### src/rtl/picorv32_ahb_pkg.sv
// Shared AHB encodings, FSM states and command record for the PicoRV32 AHB master.
// Also imported by the adapter bench.
package picorv32_ahb_pkg;

    localparam logic [1:0] HTRANS_IDLE   = 2'b00;
    localparam logic [1:0] HTRANS_NONSEQ = 2'b10;

    localparam logic [1:0] HRESP_OKAY  = 2'b00;
    localparam logic [1:0] HRESP_ERROR = 2'b01;
    localparam logic [1:0] HRESP_RETRY = 2'b10;
    localparam logic [1:0] HRESP_SPLIT = 2'b11;

    localparam logic [2:0] HSIZE_BYTE = 3'b000;
    localparam logic [2:0] HSIZE_HALF = 3'b001;
    localparam logic [2:0] HSIZE_WORD = 3'b010;

    localparam logic [2:0] HBURST_SINGLE = 3'b000;

    // Wide enough to count up to the largest legal MAX_RETRY (15).
    localparam int RETRY_W = 4;

    typedef enum logic [2:0] {
        ST_IDLE,
        ST_REQ,
        ST_ADDR,
        ST_DATA,
        ST_ERR2,
        ST_RTY2
    } ahb_state_e;

    typedef struct packed {
        logic [31:0] addr;
        logic [2:0]  size;
        logic        write;
        logic [31:0] wdata;
        logic [3:0]  prot;
        logic        lock;
    } ahb_cmd_t;

    // Anything wider than a word is treated as a word access.
    function automatic logic [2:0] legal_size(input logic [2:0] size);
        return (size > HSIZE_WORD) ? HSIZE_WORD : size;
    endfunction

    // Narrow write data arrives MSB-aligned; copy it onto every lane when enabled.
    function automatic logic [31:0] lane_data(input logic [2:0]  size,
                                              input logic [31:0] wdata,
                                              input logic        replicate);
        if (!replicate)
            return wdata;
        case (size)
            HSIZE_BYTE: return {4{wdata[31:24]}};
            HSIZE_HALF: return {2{wdata[31:16]}};
            default:    return wdata;
        endcase
    endfunction

endpackage

### src/rtl/picorv32_ahb_master.sv
// Single-outstanding AHB master: takes one UI transfer at a time through
// request/grant, address and data phases, re-issuing on RETRY/SPLIT.
module picorv32_ahb_master
    import picorv32_ahb_pkg::*;
#(
    parameter int MAX_RETRY        = 15,
    parameter bit REPLICATE_NARROW = 1'b1
) (
    input  logic        clk,
    input  logic        resetn,
    input  logic        ui_valid,
    input  logic        ui_write,
    input  logic        ui_read,
    input  logic [31:0] ui_addr,
    input  logic [2:0]  ui_size,
    input  logic [31:0] ui_wdata,
    input  logic [3:0]  ui_prot,
    input  logic        ui_lock,
    output logic        ui_next,
    output logic        ui_ready,
    output logic [31:0] ui_rdata,
    output logic [31:0] ui_result_addr,
    output logic        ui_err,
    output logic        hbusreq,
    output logic        hlock,
    input  logic        hgrant,
    output logic [1:0]  htrans,
    output logic [31:0] haddr,
    output logic        hwrite,
    output logic [2:0]  hsize,
    output logic [2:0]  hburst,
    output logic [3:0]  hprot,
    output logic [31:0] hwdata,
    input  logic        hready,
    input  logic [1:0]  hresp,
    input  logic [31:0] hrdata
);

    ahb_state_e         state;
    ahb_cmd_t           cmd;
    logic [RETRY_W-1:0] retry_cnt;
    logic               req;
    logic               done_ok;
    logic               done_err;

    assign req    = ui_read | (ui_valid & ui_write);
    assign hburst = HBURST_SINGLE;

    // A transfer ends either cleanly in DATA or as an error once the second
    // cycle of an ERROR, or of a RETRY/SPLIT with no retries left, arrives.
    always_comb begin
        done_ok  = 1'b0;
        done_err = 1'b0;
        case (state)
            ST_DATA: begin
                done_ok  = hready && (hresp == HRESP_OKAY);
                done_err = hready && (hresp != HRESP_OKAY);
            end
            ST_ERR2: done_err = hready;
            ST_RTY2: done_err = hready && (retry_cnt >= RETRY_W'(MAX_RETRY));
            default: ;
        endcase
    end

    // NOTE: all state and outputs use non-blocking assignments so every flop
    // samples the same pre-edge values; the command register is reset too so
    // no X ever reaches the bus after an abort.
    always_ff @(posedge clk or negedge resetn) begin
        if (!resetn) begin
            state          <= ST_IDLE;
            cmd            <= '0;
            retry_cnt      <= '0;
            ui_next        <= 1'b0;
            ui_ready       <= 1'b0;
            ui_err         <= 1'b0;
            ui_rdata       <= '0;
            ui_result_addr <= '0;
            hbusreq        <= 1'b0;
            hlock          <= 1'b0;
            htrans         <= HTRANS_IDLE;
            haddr          <= '0;
            hwrite         <= 1'b0;
            hsize          <= '0;
            hprot          <= '0;
            hwdata         <= '0;
        end else begin
            ui_next  <= 1'b0;
            ui_ready <= 1'b0;
            ui_err   <= 1'b0;

            if (done_ok || done_err) begin
                ui_ready  <= 1'b1;
                ui_err    <= done_err;
                hwdata    <= '0;
                hlock     <= 1'b0;
                retry_cnt <= '0;
                state     <= ST_IDLE;
                if (done_ok) begin
                    ui_result_addr <= cmd.addr;
                    if (!cmd.write)
                        ui_rdata <= hrdata;
                end
            end else begin
                case (state)
                    // Skipping the ui_ready cycle gives the adapter time to drop its request.
                    ST_IDLE: begin
                        if (req && !ui_ready) begin
                            cmd.addr  <= ui_addr;
                            cmd.size  <= legal_size(ui_size);
                            cmd.write <= ~ui_read;
                            cmd.wdata <= ui_wdata;
                            cmd.prot  <= ui_prot;
                            cmd.lock  <= ui_lock;
                            hbusreq   <= 1'b1;
                            hlock     <= ui_lock;
                            state     <= ST_REQ;
                        end
                    end
                    ST_REQ: begin
                        if (hgrant && hready) begin
                            htrans <= HTRANS_NONSEQ;
                            haddr  <= cmd.addr;
                            hwrite <= cmd.write;
                            hsize  <= cmd.size;
                            hprot  <= cmd.prot;
                            state  <= ST_ADDR;
                        end
                    end
                    ST_ADDR: begin
                        if (hready) begin
                            ui_next <= 1'b1;
                            htrans  <= HTRANS_IDLE;
                            hbusreq <= 1'b0;
                            hlock   <= cmd.lock;
                            hwdata  <= lane_data(cmd.size, cmd.wdata, REPLICATE_NARROW);
                            state   <= ST_DATA;
                        end
                    end
                    ST_DATA: begin
                        if (hresp == HRESP_ERROR)
                            state <= ST_ERR2;
                        else if (hresp[1])
                            state <= ST_RTY2;
                    end
                    ST_ERR2: ;
                    ST_RTY2: begin
                        // Only reached with retries left; done_err covers exhaustion.
                        if (hready) begin
                            retry_cnt <= retry_cnt + 1'b1;
                            hbusreq   <= 1'b1;
                            hwdata    <= '0;
                            state     <= ST_REQ;
                        end
                    end
                    default: state <= ST_IDLE;
                endcase
            end
        end
    end

endmodule

### config.mk
export PLATFORM = sky130hd
export DESIGN_NAME = picorv32_ahb_master
export DESIGN_NICKNAME = d
export VERILOG_FILES = /design/src/rtl/picorv32_ahb_pkg.sv /design/src/rtl/picorv32_ahb_master.sv
export SDC_FILE = /design/constraint.sdc
export NUM_CORES = 1
export LEC_CHECK = 0
export ABC_AREA = 1
export ABC_CLOCK_PERIOD_IN_PS = 4100
export BUFFER_PORTS_ARGS = -buffer_cell sky130_fd_sc_hd__clkbuf_2
export CAP_MARGIN = 20
export CORE_ASPECT_RATIO = 1.2
export CORE_MARGIN = 4
export CORE_UTILIZATION = 40
export CTS_CLUSTER_DIAMETER = 150
export DETAILED_ROUTE_END_ITERATION = 8
export PLACE_DENSITY_LB_ADDON = 0.2
export SYNTH_ARGS = -nofsm -noshare
export SYNTH_HDL_FRONTEND = slang
export SYNTH_SLANG_ARGS = --single-unit
export TNS_END_PERCENT = 20
### constraint.sdc
create_clock -name clk -period 4.1 [get_ports clk]
set_input_delay 0.615 -clock clk [delete_from_list [all_inputs] [get_ports clk]]
set_output_delay 0.615 -clock clk [all_outputs]
set_load 0.1 [all_outputs]
==> flow_summary.json, run 1 <==
{
  "place_area_sq_um": 10700,
  "cts_hold_buf": 0,
  "hp-class": "in2async",
  "syn_area_per_cell_sq_um": 9.49,
  "timing.rr.start": "state[0]$_DFFE_PN0P_",
  "cts-root-buf": "clkbuf_16",
  "path_max_fanout": 34,
  "cts_setup_buffers": 0,
  "rsz0062_at_grt": "false",
  "vias": 7212,
  "drive_gt1_share_pct": 28.8,
  "end_kind": "flip-flop",
  "relSlewSlack_pct": 30.1,
  "drt_iter0_drc": 333,
  "async_reset_ff_share_pct": 100,
  "post-dp-hpwl_microns": 16700,
  "rows": 60,
  "ctsHtreeMaxLevel": 1,
  "min_period_ns": 2.79,
  "cp-start-kind": "flip-flop",
  "worst_clock_skew_ns": 0.00677,
  "dieWidth_microns": 147,
  "crit_chain": "nand2_1, nor2_2, nand3_2, inv_2, nand2_2, mux2_4",
  "max-cap-violations": 0,
  "track_usage_pct": 18.3,
  "boundaryPins": 259,
  "worstMarginPinSlew_ns": 1.04,
  "start_util_pct": 41.0,
  "core_sq_um": 22600,
  "final_cell_mix": "nand2_1, clkbuf_2, dfrtp_1",
  "crit_required_ns": 4.48,
  "cts_tree": "yes",
  "period_share_pct": 68.0,
  "wl_per_cell_microns": 15.4,
  "synth-edff-count": 0,
  "ys_ff_latch": 222,
  "synth-seq-area-share_pct": 59.9,
  "hold_violations": 0,
  "clkTransAtPathRegs_ns": 0.06,
  "grt_pass1_vias": 7395,
  "synth_ff_type": "dfrtp_1",
  "grt_overflow_total": 0,
  "final_common_cell": "nand2_1",
  "reg2reg_depth": 6,
  "area_growth_syn_to_layout_pct": 24.6,
  "synth.cell_area_sq_um": 9270,
  "r2r-end": "ui_rdata[1]$_DFFE_PN0P_",
  "gp_congestion": 0.815,
  "slew_viol_final": 0,
  "dieArea_sq_um": 25700,
  "clk_path_buf_depth": 3,
  "status": "complete, no violations",
  "tns_ns": 0,
  "numPortBuffers": 254,
  "arrival_ns": 3.17,
  "firstDrtPassIters": 4,
  "die_y_microns": 175,
  "antenna_found_initial": 1,
  "insertion_delay_ns": 0.51,
  "synth_area_leaders": "dfrtp_1, nand2_1, o21ai_0",
  "grt_pass1_wl_microns": 38900,
  "worstSetupPathType": "reg2reg",
  "cts_resized": 0,
  "postRouteAntennaNets": 0,
  "synthCells": 977,
  "max_freq_ghz": 0.359,
  "critPathSlowestCell": "nand2_2",
  "cts_num_sinks": 222,
  "viasPerCell": 4.70,
  "yosysTopAreaCell": "dfrtp_1",
  "rrSetupSlack_ns": 1.31,
  "final_util_pct": 51.1,
  "ys_types": 29,
  "yosys_warnings": 0,
  "fill_cells": 2134,
  "grt_max_degree": 117,
  "slowest_delay_ns": 0.59,
  "numCtsBuffers": 24,
  "final_cell_area_sq_um": 11500,
  "drc": 0,
  "nets": 1322,
  "setup_viol": 0,
  "routed_wl_microns": 23700,
  "netlist.area_leader.share_pct": 59.9
}
-- cell type report --
| cell class | count | area [sq um] | share of cell area [%] |
|---|---|---|---|
| Antenna cell | 1 | 2.50 | 0.0217 |
| Clock buffer | 32 | 692 | 5.99 |
| Clock inverter | 11 | 113 | 0.975 |
| Inverter | 87 | 327 | 2.83 |
| Multi-Input combinational cell | 608 | 3090 | 26.8 |
| Sequential cell | 222 | 5560 | 48.1 |
| Tap cell | 310 | 388 | 3.36 |
| Timing Repair Buffer | 265 | 1380 | 11.9 |
-- synth_stat cells, types with 2 or more instances --
master and count:
inv_2 2, clkbuf_1 31, o21ai_0 135, nor2_2 3, buf_2 8, nor2_1 36, nand4_1 36, nand2_2 4
mux2_4 30, inv_1 85, nand3_1 48, mux2_2 3, nand2_1 281, dfrtp_1 222, o211ai_1 5, o21ai_1 3
xor2_1 2, a211oi_1 8, buf_4 14, buf_1 7, buf_6 3, a21oi_1 4
-- cells by family (layout without fill, tap and decap cells) --
logic type      Yosys count  after routing  share of synthesized area [%]
simple gates            411            411                           18.6
flops                   222            222                           59.9
compound gates          157            157                           8.87
buf+inv                 150            395                           6.99
mux                      33             33                           5.22
xor+xnor                  2              2                          0.189
fa+ha+maj                 1              1                          0.135
other cells               1              5                         0.0405
-- layer usage --
metal	vias to the layer above	track usage (%)	share of wire [%]
met4	2	5.21	2.7
li1	3607	-	-
met5	-	0	0.055
met1	3335	24.3	44
met3	46	5.86	8.2
met2	222	29.0	45
-- per-stage QoR --
| step | setup slack [ns] | hold WS, ns | cells |
|---|---|---|---|
| 5_1_grt | 1.02 | 0.247 | 1535 |
| 6_report | 1.31 | 0.173 | 1536 |
| 4_1_cts | 1.27 | 0.217 | 1535 |
| 3_3_place_gp | 1.13 | 0.451 | 1492 |
| 2_1_floorplan | 2.27 | 0.319 | 980 |
| 3_5_place_dp | 1.05 | 0.466 | 1492 |
-- worst max path at each step --
| stage | from | endpoint | cells past startpoint |
|---|---|---|---|
| floorplan | ui_ready$_DFF_PN0_ | cmd[71]$_DFFE_PN0P_ | 6 |
| global placement | hresp[0] | ui_rdata[3]$_DFFE_PN0P_ | 6 |
| CTS | state[0]$_DFFE_PN0P_ | ui_rdata[1]$_DFFE_PN0P_ | 6 |
| finish | state[0]$_DFFE_PN0P_ | ui_rdata[1]$_DFFE_PN0P_ | 6 |
| global route | state[2]$_DFFE_PN0P_ | hwdata[4]$_DFFE_PN0P_ | 6 |
| detailed placement | hresp[0] | ui_rdata[28]$_DFFE_PN0P_ | 6 |
-- critical path, delay by kind of cell, from the launching register on --
kind          cells  cell delay, ns
buf+inv           1            0.25
flops             1            0.46
simple gates      4            1.39
mux               1            0.53
-- state kept, by name (all words and copies together) (netlist names) --
signal,flops
hprot,4
cmd,73
haddr,32
retry_cnt,4
state,3
ui_err,1
htrans,1
hwrite,1
ui_rdata,32
hbusreq,1
ui_next,1
hwdata,32
ui_ready,1
hlock,1
hsize,3
ui_result_addr,32
Power of run 1 is not shown: default switching activity piles up to over one toggle a cycle in this logic, so the estimate is an artifact.
==> inputs of run 2 (changes only) <==
--- a/config.mk
+++ b/config.mk
@@ -6,7 +6,7 @@
 export NUM_CORES = 1
 export LEC_CHECK = 0
 export ABC_AREA = 1
-export ABC_CLOCK_PERIOD_IN_PS = 4100
+export ABC_CLOCK_PERIOD_IN_PS = 2500
 export BUFFER_PORTS_ARGS = -buffer_cell sky130_fd_sc_hd__clkbuf_2
 export CAP_MARGIN = 20
 export CORE_ASPECT_RATIO = 1.2
==> constraint.sdc (replaced) <==
create_clock -name clk -period 2.5 [get_ports clk]
set_input_delay 0.375 -clock clk [delete_from_list [all_inputs] [get_ports clk]]
set_output_delay 0.375 -clock clk [all_outputs]
set_load 0.1 [all_outputs]
==> run 2 against run 1 <==
Critical endpoint is now hwdata[18]$_DFFE_PN0P_. Highest routed layer unchanged. Critical path depth is 4 higher. Via count increased by 0.12%. Sequential cell count stayed put. Worst hold slack got worse by 0.11 ns. Register-to-register slack got worse by 0.76 ns.
==> flow_summary.json, run 2 (synthesis gave the netlist of run 1 again) <==
{
  "grt_overflow_total": 0,
  "largest_reg_flops": 73,
  "viasPerCell": 4.69,
  "hold_violations": 0,
  "area_growth_syn_to_layout_pct": 25.6,
  "core_sq_um": 22600,
  "die_y_microns": 175,
  "tns_ns": 0,
  "insertion_delay_ns": 0.51,
  "cts-root-buf": "clkbuf_16",
  "clkTransAtPathRegs_ns": 0.06,
  "min_period_ns": 1.94,
  "nets": 1327,
  "wl_per_cell_microns": 15.3,
  "firstDrtPassIters": 5,
  "period_share_pct": 77.8,
  "path_delay_family": "simple AND/OR/NAND/NOR gates",
  "gp_congestion": 0.787,
  "hp-class": "in2reg",
  "antenna_found_initial": 2,
  "rsz0062_at_grt": "false",
  "critPathSlowestCell": "nand2_2",
  "ctsHtreeMaxLevel": 1,
  "regMostFlops": "cmd",
  "crit_required_ns": 2.94,
  "path_max_fanout": 32,
  "worstMarginPinSlew_ns": 0.604,
  "cts_num_sinks": 222,
  "cts_tree": "yes",
  "grt_max_degree": 89,
  "start_util_pct": 41.0,
  "status": "complete, no violations",
  "postRouteAntennaNets": 0,
  "grt_pass1_vias": 7276,
  "crit_chain": "ha_1, nand3_1, inv_1, nand2_1, nand3_1, nand2_1, nand2_2, nand2_2, nand3_1, nand2_1",
  "drc": 0,
  "post-dp-hpwl_microns": 16600,
  "numCtsBuffers": 23,
  "slew_viol_final": 0,
  "numPortBuffers": 254,
  "cp.buffers_inverters": 1,
  "vias": 7221,
  "dieArea_sq_um": 25700,
  "dieWidth_microns": 147,
  "final_cell_mix": "nand2_1, clkbuf_2, dfrtp_1",
  "relSlewSlack_pct": 59.7,
  "setup_viol": 0,
  "routed_wl_microns": 23500,
  "track_usage_pct": 18.1,
  "max-cap-violations": 0,
  "final_common_cell": "nand2_1",
  "grt_pass1_wl_microns": 38300,
  "rows": 60,
  "worstSetupPathType": "reg2reg",
  "drive_gt1_share_pct": 29.0,
  "boundaryPins": 259,
  "worst_clock_skew_ns": 0.0158,
  "max_freq_ghz": 0.514,
  "arrival_ns": 2.39,
  "drt_iter0_drc": 343,
  "slowest_delay_ns": 0.43,
  "clk_path_buf_depth": 3,
  "end_kind": "flip-flop",
  "cp-start-kind": "flip-flop"
}
==> run 2: cell count changes in the layout (fill, tap and decap cells not counted), moves of 2 or more <==
cell        before  now
clkinvlp_4       3    1
clkbuf_16       25   23
buf_12           1    5
bufinv_16        2    4
==> run 2: worst paths after layout <==
| kind | from | endpoint | slack (ns) | depth (start not counted) |
|---|---|---|---|---|
| worst max-delay path | retry_cnt[0]$_DFFE_PN0P_ | hwdata[18]$_DFFE_PN0P_ | 0.56 | 10 |
| worst min-delay path | ui_wdata[14] | cmd[19]$_DFFE_PN0P_ | 0.07 | 3 |
| worst max register to register | retry_cnt[0]$_DFFE_PN0P_ | hwdata[18]$_DFFE_PN0P_ | 0.56 | 10 |
| worst min register to register | cmd[6]$_DFFE_PN0P_ | cmd[6]$_DFFE_PN0P_ | 0.47 | 2 |
| max in group asynchronous | resetn | ui_rdata[10]$_DFFE_PN0P_ | 1.47 | 3 |
| min in group asynchronous | resetn | cmd[69]$_DFFE_PN0P_ | 0.34 | 2 |
==> run 2: final cells by class <==
type	count	area, sq um
antenna	1	2.50
clock buffer	30	652
clock inverter	10	153
fill	2152	11000
inverter	87	327
multi-input combinational	608	3090
sequential	222	5560
tap	310	388
timing repair buffer	271	1470
==> run 2: worst register-to-register path: stages (launching register included) <==
cell	delay (ns)
dfrtp_1	0.40
ha_1	0.23
nand3_1	0.08
inv_1	0.04
nand2_1	0.06
nand3_1	0.11
nand2_1	0.16
nand2_2	0.07
nand2_2	0.43
nand3_1	0.17
nand2_1	0.11
==> run 2: timing repair <==
action                    in CTS  in global routing
hold endpoints to repair      36                  0
hold buffers                   1                  0
resized for setup              0                  0
buffers inserted               0                  0
==> run 2: metrics by stage <==
| step | worst slack, ns | cells | hold slack [ns] | instance area [sq um] | utilization, % |
|---|---|---|---|---|---|
| 2_1_floorplan | 0.671 | 980 | 0.0794 | 9280 | - |
| 3_3_place_gp | 0.507 | 1497 | 0.286 | 10800 | 47.9 |
| 3_5_place_dp | 0.466 | 1497 | 0.286 | 10800 | 47.9 |
| 4_1_cts | 0.517 | 1538 | 0.0476 | 11600 | 51.5 |
| 5_1_grt | 0.373 | 1538 | 0.0455 | 11600 | 51.5 |
| 6_report | 0.555 | 1539 | 0.0666 | 11600 | 51.5 |
==> run 2: metal layers <==
layer	global-route usage [%]	share of wire [%]
met1	24.3	44
met2	28.8	46
met3	5.84	8.1
met4	4.39	1.7
met5	0	0.11
Power of run 2 is left out for the same reason.
